[config.mk]
export PLATFORM = sky130hd
export DESIGN_NAME = conv3x3_gauss
export DESIGN_NICKNAME = d
export VERILOG_FILES = /design/src/rtl/conv_pkg.sv /design/src/rtl/row_sum121.sv /design/src/rtl/conv3x3_gauss.sv
export SDC_FILE = /design/constraint.sdc
export NUM_CORES = 1
export LEC_CHECK = 0
export ABC_AREA = 1
export CAP_MARGIN = 20
export CORE_ASPECT_RATIO = 0.9
export CORE_MARGIN = 4
export CORE_UTILIZATION = 35
export DETAILED_ROUTE_END_ITERATION = 7
export HOLD_SLACK_MARGIN = 0.08
export SLEW_MARGIN = 20
export SYNTH_ARGS = -nofsm -noshare
export SYNTH_HDL_FRONTEND = slang
export SYNTH_SLANG_ARGS = --single-unit
[constraint.sdc]
create_clock -name clk -period 6.1 [get_ports clk]
set_input_delay 1.22 -clock clk [delete_from_list [all_inputs] [get_ports clk]]
set_output_delay 1.22 -clock clk [all_outputs]
set_load 0.02 [all_outputs]
[src/rtl/conv_pkg.sv]
// Shared constants for the 3x3 Gaussian filter: kernel weights, rounding and
// the output-sum width helper.
package conv_pkg;

  localparam int unsigned K_EDGE = 1;
  localparam int unsigned K_SIDE = 2;
  localparam int unsigned K_CTR  = 4;
  localparam int unsigned KSHIFT = 4;
  localparam int unsigned ROUND  = 8;

  // Full 3x3 sum grows by log2(16) bits over the pixel width.
  function automatic int unsigned sum_width(input int unsigned data_width);
    return data_width + KSHIFT;
  endfunction

endpackage

[src/rtl/row_sum121.sv]
// Combinational 1-2-1 weighted sum of three values; used per kernel row and
// again vertically across the three row sums.
module row_sum121
  import conv_pkg::*;
#(
  parameter int unsigned IN_WIDTH  = 16,
  parameter int unsigned OUT_WIDTH = IN_WIDTH + 2
) (
  input  logic [IN_WIDTH-1:0]  px_0,
  input  logic [IN_WIDTH-1:0]  px_1,
  input  logic [IN_WIDTH-1:0]  px_2,
  output logic [OUT_WIDTH-1:0] sum
);

  always_comb begin
    sum = OUT_WIDTH'(K_EDGE) * OUT_WIDTH'(px_0)
        + OUT_WIDTH'(K_SIDE) * OUT_WIDTH'(px_1)
        + OUT_WIDTH'(K_EDGE) * OUT_WIDTH'(px_2);
  end

endmodule

[src/rtl/conv3x3_gauss.sv]
// 3x3 Gaussian [1 2 1; 2 4 2; 1 2 1]/16 filter with a 3-stage pipeline.
// Define OUT_COORD_EN to add the out_col centre-column output.
module conv3x3_gauss
  import conv_pkg::*;
#(
  parameter int unsigned DATA_WIDTH = 16,
  parameter int unsigned LENGTH     = 100,
  parameter int unsigned COL_WIDTH  = 7
) (
  input  logic                  clk,
  input  logic                  rst_n,
  input  logic [DATA_WIDTH-1:0] row_top,
  input  logic [DATA_WIDTH-1:0] row_mid,
  input  logic [DATA_WIDTH-1:0] row_bot,
  input  logic                  in_valid,
  output logic [DATA_WIDTH-1:0] data_out,
  output logic                  out_valid
`ifdef OUT_COORD_EN
  ,
  output logic [COL_WIDTH-1:0]  out_col
`endif
);

  localparam int unsigned RS_WIDTH  = DATA_WIDTH + 2;
  localparam int unsigned SUM_WIDTH = sum_width(DATA_WIDTH);

  logic [DATA_WIDTH-1:0] row_in [3];
  logic [DATA_WIDTH-1:0] w_q    [3][3];
  logic [COL_WIDTH-1:0]  col_q, col_d;
  logic                  win_vld_q;
  logic [RS_WIDTH-1:0]   rs_d   [3];
  logic [RS_WIDTH-1:0]   rs_q   [3];
  logic                  vld2_q;
  logic [SUM_WIDTH-1:0]  sum_d;
  logic [DATA_WIDTH-1:0] data_out_d, data_out_q;
  logic                  out_valid_q;

  always_comb begin
    row_in[0] = row_top;
    row_in[1] = row_mid;
    row_in[2] = row_bot;
    col_d     = (col_q == COL_WIDTH'(LENGTH - 1)) ? '0 : col_q + 1'b1;
  end

  // Stage 1: column counter and sliding window. Columns 0 and 1 of a line
  // only fill the window, so stale pixels never reach a valid output.
  always_ff @(posedge clk) begin
    if (!rst_n) begin
      col_q     <= '0;
      win_vld_q <= 1'b0;
      for (int r = 0; r < 3; r++) begin
        for (int t = 0; t < 3; t++) begin
          w_q[r][t] <= '0;
        end
      end
    end else begin
      win_vld_q <= in_valid && (col_q >= COL_WIDTH'(2));
      if (in_valid) begin
        col_q <= col_d;
        for (int r = 0; r < 3; r++) begin
          w_q[r][2] <= w_q[r][1];
          w_q[r][1] <= w_q[r][0];
          w_q[r][0] <= row_in[r];
        end
      end
    end
  end

  // Stage 2: horizontal 1-2-1 per kernel row.
  for (genvar r = 0; r < 3; r++) begin : g_row
    row_sum121 #(
      .IN_WIDTH  (DATA_WIDTH),
      .OUT_WIDTH (RS_WIDTH)
    ) u_row_sum (
      .px_0 (w_q[r][0]),
      .px_1 (w_q[r][1]),
      .px_2 (w_q[r][2]),
      .sum  (rs_d[r])
    );
  end

  always_ff @(posedge clk) begin
    if (!rst_n) begin
      vld2_q <= 1'b0;
      for (int r = 0; r < 3; r++) begin
        rs_q[r] <= '0;
      end
    end else begin
      vld2_q <= win_vld_q;
      for (int r = 0; r < 3; r++) begin
        rs_q[r] <= rs_d[r];
      end
    end
  end

  // Stage 3: vertical 1-2-1 across row sums, then round-half-up divide by 16.
  row_sum121 #(
    .IN_WIDTH  (RS_WIDTH),
    .OUT_WIDTH (SUM_WIDTH)
  ) u_col_sum (
    .px_0 (rs_q[0]),
    .px_1 (rs_q[1]),
    .px_2 (rs_q[2]),
    .sum  (sum_d)
  );

  always_comb begin
    data_out_d = DATA_WIDTH'((sum_d + SUM_WIDTH'(ROUND)) >> KSHIFT);
  end

  always_ff @(posedge clk) begin
    if (!rst_n) begin
      data_out_q  <= '0;
      out_valid_q <= 1'b0;
    end else begin
      out_valid_q <= vld2_q;
      if (vld2_q) begin
        data_out_q <= data_out_d;
      end
    end
  end

  assign data_out  = data_out_q;
  assign out_valid = out_valid_q;

`ifdef OUT_COORD_EN
  logic [COL_WIDTH-1:0] ctr1_q, ctr2_q, out_col_q;

  always_ff @(posedge clk) begin
    if (!rst_n) begin
      ctr1_q    <= '0;
      ctr2_q    <= '0;
      out_col_q <= '0;
    end else begin
      if (in_valid) begin
        ctr1_q <= col_q - 1'b1;
      end
      ctr2_q <= ctr1_q;
      if (vld2_q) begin
        out_col_q <= ctr2_q;
      end
    end
  end

  assign out_col = out_col_q;
`endif

endmodule

==> results of run 1 <==
-- final cells by class --
cell class	instances	area, sq um	share of cell area (%)
Multi-Input combinational cell	840	5580	37.9
Sequential cell	224	5930	40.2
Timing Repair Buffer	70	701	4.76
Tap cell	469	587	3.98
Inverter	267	1000	6.81
Clock inverter	20	249	1.69
Clock buffer	30	687	4.66
-- through the flow --
stage | hold WS [ps] | std cells | power [mW] | setup WS (ps) | cell area (sq um)
after floorplan | 390 | 1358 | 2.92 | 948 | 12600
after global placement | 475 | 1870 | 3.29 | 2560 | 13800
after detailed placement | 487 | 1870 | 3.30 | 2510 | 13800
after CTS | 497 | 1920 | 5.01 | 3080 | 14700
after global routing | 518 | 1920 | 5.30 | 2940 | 14700
final | 495 | 1920 | 4.96 | 3090 | 14700
-- worst max-delay path, stage by stage --
cell	delay, ps
clkdlybuf4s50_1	620
inv_1	160
nand2_4	740
buf_12	410
-- synth_stat cells, types with 4 or more instances --
master      n  area, sq um
o21a_1     10         75.1
a21o_1      4         30.0
nor3_1      9         45.0
a31oi_1     6         37.5
edfxtp_1  144         4320
o21ai_0    57          285
a21oi_1    96          480
dfxtp_1    80         1600
xor2_1      5         43.8
nand2_1   147          552
buf_2      10         50.1
o21bai_1    5         37.5
nand4_1     8         50.1
nor2_1    245          920
a21oi_2     7         61.3
ha_1       86         1080
inv_1     264          991
o21ai_2    11         96.3
nand3_1    46          230
fa_1       65         1300
nand2_2     7         43.8
clkbuf_1   17         63.8
-- flip-flops by register name, indices dropped and copies added (netlist names) --
| signal | count |
|---|---|
| win_vld_q | 1 |
| col_q | 7 |
| w_q | 144 |
| data_out | 16 |
| out_valid | 1 |
| rs_q | 54 |
| vld2_q | 1 |
-- worst max path at each step --
stage,from,end,slack [ps],cells past startpoint
finish,in_valid,w_q[0][1]$_SDFFCE_PN0P_,3090,4
global route,in_valid,w_q[0][45]$_SDFFCE_PN0P_,2940,4
CTS,in_valid,w_q[0][16]$_SDFFCE_PN0P_,3080,4
detailed placement,in_valid,w_q[0][16]$_SDFFCE_PN0P_,2510,4
global placement,in_valid,w_q[0][0]$_SDFFCE_PN0P_,2560,4
floorplan,rst_n,w_q[0][0]$_SDFFCE_PN0P_,950,3
-- report_power, final --
group / switching, mW / internal, mW
sequential: 0.0906 / 1.76
combinational: 0.897 / 0.531
clock: 0.648 / 1.03
-- per-layer routing --
metal	GRT usage (%)	vias up	part of all wire, %
li1	-	4503	-
met1	19.2	4013	51
met4	2.83	0	1.9
met5	0	-	0
met3	2.28	36	4.0
met2	19.7	156	43
-- cell families (layout without fill, tap and decap cells) --
kind of cell             after synthesis  after routing  share of synthesized area, %
flip-flops                           224            224                          47.0
adder cells (fa/ha/maj)              151            151                          18.9
AO/OA/AOI/OAI                        205            205                          9.28
XOR/XNOR                               8              8                         0.556
AND/OR/NAND/NOR                      476            476                          15.4
buffers and inverters                294            387                          8.86
==> reports/qor.txt, run 1 <==
status = complete, no violations
DP HPWL = 19000 um
Final ANT Viol Nets = 0
Tot GR Track Use = 12.9%
reg-to-reg critical path startpoint = w_q[0][81]$_SDFFCE_PN0P_
syn nets = 1560
clk sinks = 224
via/cell ratio = 4.54
Slew Viols, Final = 0
DRC Markers = 0
worst vdd ir = 0.000221 V
CTS tree = done
Filler Cell Count = 3530
Yosys reg bits = 224
MaxCap Viol Count = 0
register area share after synthesis = 47.0%
CP endpoint kind = flip-flop
Clock Skew = 6.84 ps
Die W = 208 um
Placer Congestion = 0.834
most frequent cells in the layout = inv_1, nor2_1, nand2_1, edfxtp_1, a21oi_1
via count = 8708
Max Clk Rate = 0.332 GHz
crit path kind = input port to flip-flop
initial antenna violation count = 0
DIE AREA = 39100 sq um
aggregate routed wire length = 25300 um
I/O pin cnt = 68
largest net degree at the start of global routing = 96
unrepaired setup endpoints after global routing = no
commonest non-fill, non-tap cell in the layout = inv_1
Final min period = 3010 ps
Hold Buf Count CTS = 0
Initial Util = 35.7%
R2R cell count = 14
critical path fanouts, max = 75
Hold Crit Depth = 2
port bufs = 67
share of cells above drive strength 1 = 5.65%
Initial DRC Count = 494
Slew Limit Headroom = 32.0%
Worst Hold Class = flip-flop to flip-flop
Final Hold Fails = 0
critical path data required time = 6310 ps
RR Endpoint = rs_q[0][29]$_SDFF_PN0_
Tcrit/Tclk final = 49.4%
maximum clock insertion buffer count = 3
Area growth, synth to finish = 16.9%
fin nets = 1632
LEAKAGE = 6.79 nW
Root Driver = clkbuf_16
Core Rows = 65
Core Area = 35300 sq um
R2R Setup Slk = 3420 ps
worst-skew pair later-pin latency = 550 ps
drt wl/cell = 13.2 um
Post-synth top flop = edfxtp_1
first-pass GRT wire length = 42500 um
Synth Instances = 1358
Power Dens Cells = 337 nW/um^2
synth unique cells = 39
antenna cells = 0
Syn Area/Cell = 9.28 sq um
TritonRoute pass-1 iters = 5
Synth Cell Area = 12600 sq um
Hold Crit Start = win_vld_q$_SDFF_PN0_
Post-CTS Setup Repair Bufs = 0
critical path arrival = 3220 ps
die height = 188 um
post_cts resized = 0
setup TNS = 0 ps
Least-Margin Pin Slew = 1010 ps
# setup viols final = 0
clk slew on worst S/H paths = 60 ps
Hold EP = vld2_q$_SDFF_PN0_
vias in the first global route = 8524
Final Core Density = 41.7%
Async SR Flop Fraction = 0%
GRT overflow = 0
CTS Buf Count = 27
EDFF count, synth = 144
Yosys warnings = 0
CP startpoint kind = input port
CTS H-tree lvls = 1
(Power assumes the default switching activity.)
==> run 2: changes to the inputs <==
Clock period 6.1 ns to 3.02 ns, I/O delays scaled along.
==> run 2 against run 1 <==
  * Sequential share of layout area down 0.28 points
  * Count of clock-buffer cells in the layout up 8
  * Power up 100%
  * Core utilization up 0.29 points
  * Register-to-register slack worse by 3100 ps
  * Final cell count up 0.52%
  * Die area unchanged
  * Worst setup slack worse by 2700 ps
  * Routed wire length up 1.7%
  * Flip-flop and latch count unchanged
  * Clock skew up 3.1 ps
  * Via count up 0.20%
  * Critical endpoint is now data_out[5]$_SDFFE_PN0P_
==> reports/qor.txt, run 2 (same netlist as run 1, synthesis figures left out) <==
worst vdd ir = 0.000440 V (+99%)
most frequent cells in the layout = inv_1, nor2_1, nand2_1, edfxtp_1, a21oi_1
setup TNS = 0 ps (unchanged)
Slew Limit Headroom = 47.2% (+15 points)
die height = 188 um (unchanged)
Least-Margin Pin Slew = 792 ps (-222 ps)
Final Core Density = 42.0% (+0.29 points)
via count = 8725 (+0.20%)
worst setup path start = rs_q[0][6]$_SDFF_PN0_
proportion of power drawn by combinational gates = 29.2% (+0.4 points)
first-pass GRT wire length = 43600 um (+2.7%)
CTS Buf Count = 28 (+3.7%)
Final Hold Fails = 0 (unchanged)
worst path cell trace = inv_1 -> fa_1 -> inv_1 -> ha_1 -> ha_1 -> a21oi_1 -> nand3_2 -> nand2_2 -> nand2_2 -> xnor2_1 -> a21oi_1
GR Util met3 = 1.94% (-0.33 points)
sequential share of power = 37.6% (+0.3 points)
Tot GR Track Use = 13.2% (+0.33 points)
critical path arrival = 3070 ps (-150 ps)
Sw Ratio = 33.1% (+0.073 points)
Max Clk Rate = 0.376 GHz
crit path kind = flip-flop to flip-flop
clk sinks = 224 (unchanged)
port bufs = 67 (unchanged)
Power Dens Cells = 670 nW/um^2 (+99%)
final cell count without fillers = 1930 (+0.52%)
critical path fanouts, max = 4 (-95%)
maximum clock insertion buffer count = 3 (unchanged)
Initial DRC Count = 489 (-1.0%)
CTS tree = done
MaxCap Viol Count = 0 (unchanged)
CP endpoint kind = flip-flop
critical path data required time = 3430 ps (-2880 ps)
worst-skew pair later-pin latency = 530 ps (-20 ps)
NetSw = 3.28 mW (+100%)
slowest CP cell = fa_1
met2 GRT Util = 20.3% (+0.68 points)
Die W = 208 um (unchanged)
reg-to-reg critical path startpoint = rs_q[0][6]$_SDFF_PN0_
Final min period = 2660 ps
final setup margin = 360 ps (-2730 ps)
DRC Markers = 0 (unchanged)
R2R Setup Slk = 360 ps (-3060 ps)
drt wl/cell = 13.3 um (+1.2%)
vias in the first global route = 8708 (+2.2%)
Clock Skew = 9.93 ps (+3.09 ps)
Worst Hold Class = flip-flop to flip-flop
GRT busiest layer = met2
Slew Viols, Final = 0 (unchanged)
CTS H-tree lvls = 1 (unchanged)
largest net degree at the start of global routing = 72 (-25%)
via/cell ratio = 4.52 (-0.32%)
Filler Cell Count = 3490 (-1.1%)
clk slew on worst S/H paths = 60 ps (about the same)
internal power = 6.65 mW (+100%)
Initial Util = 35.7% (unchanged)
Placer Congestion = 0.850 (+1.8%)
max reg flops = 144 (unchanged)
Hold Crit Start = win_vld_q$_SDFF_PN0_
Tcrit/Tclk final = 88.1%
Hold Buf Count CTS = 0 (unchanged)
LEAKAGE = 6.84 nW (+0.72%)
Root Driver = clkbuf_16
aggregate routed wire length = 25700 um (+1.7%)
DP HPWL = 19500 um (+2.4%)
I/O pin cnt = 68 (unchanged)
M1 GR Usage = 19.8% (+0.55 points)
register bank with the most flops = w_q
GRT overflow = 0 (unchanged)
Post-CTS Setup Repair Bufs = 0 (unchanged)
# setup viols final = 0 (unchanged)
Core Rows = 65 (unchanged)
status = complete, no violations
Crit path largest cell delay = 540 ps (-200 ps)
TritonRoute pass-1 iters = 5 (unchanged)
total power = 9.94 mW (+100%)
commonest non-fill, non-tap cell in the layout = inv_1
dpl ws = 374 ps (-2130 ps)
share of cells above drive strength 1 = 6.16% (+0.51 points)
unrepaired setup endpoints after global routing = no
fin nets = 1642 (+0.61%)
Clock Power Share = 33.2% (-0.7 points)
Core Area = 35300 sq um (unchanged)
antenna cells = 0 (unchanged)
post_cts resized = 0 (unchanged)
CP startpoint kind = flip-flop
Placed Cells incl. Taps = 1879 (+0.48%)
initial antenna violation count = 0 (unchanged)
Area growth, synth to finish = 17.7%
DIE AREA = 39100 sq um (unchanged)
Final ANT Viol Nets = 0 (unchanged)
[run 2: cell count changes in the layout (fill, tap and decap cells not counted), sizes merged]
| cell | previous run | this run |
|---|---|---|
| buf | 4 | 13 |
| inv | 268 | 266 |
| clkbuf | 30 | 38 |
| bufinv | 5 | 2 |
| clkinv | 13 | 11 |
[run 2: per-stage QoR]
step / hold slack [ps] / area, sq um
4_1_cts: 498 / 14800
2_1_floorplan: 390 / 12600
3_5_place_dp: 489 / 13900
5_1_grt: 521 / 14800
6_report: 501 / 14800
3_3_place_gp: 471 / 13900
[run 2: final timing paths]
check	endpoint	cells after the start
max	data_out[5]$_SDFFE_PN0P_	11
min	vld2_q$_SDFF_PN0_	2
max reg2reg	data_out[5]$_SDFFE_PN0P_	11
min reg2reg	vld2_q$_SDFF_PN0_	2
[run 2: metal layers]
metal / vias up / share of wire [%]
li1: 4519 / -
met1: 4023 / 51
met2: 144 / 43
met3: 39 / 3.8
met4: 0 / 2.2
met5: - / 0
[run 2: final cells by class]
| class | instances | area [sq um] | area share, % |
|---|---|---|---|
| Multi-Input combinational cell | 840 | 5580 | 37.7 |
| Inverter | 267 | 1000 | 6.76 |
| Clock inverter | 13 | 126 | 0.852 |
| Sequential cell | 224 | 5930 | 40.0 |
| Tap cell | 469 | 587 | 3.96 |
| Timing Repair Buffer | 79 | 806 | 5.43 |
| Clock buffer | 38 | 800 | 5.39 |
[run 2: power groups by stage]
stage / clock (mW) / combinational (mW) / sequential, mW
floorplan: 0 / 2.13 / 3.75
global placement: 0 / 2.86 / 3.80
detailed placement: 0 / 2.87 / 3.80
CTS: 3.40 / 2.91 / 3.74
global route: 3.53 / 3.36 / 3.77
finish: 3.30 / 2.90 / 3.73
[run 2: critical path, delay by kind of cell, from the launching register on]
family	cells	cell delay [ps]
XOR/XNOR	1	220
flip-flops	1	300
buffers and inverters	2	100
AO/OA/AOI/OAI	2	390
AND/OR/NAND/NOR	3	320
adder cells (fa/ha/maj)	3	1200
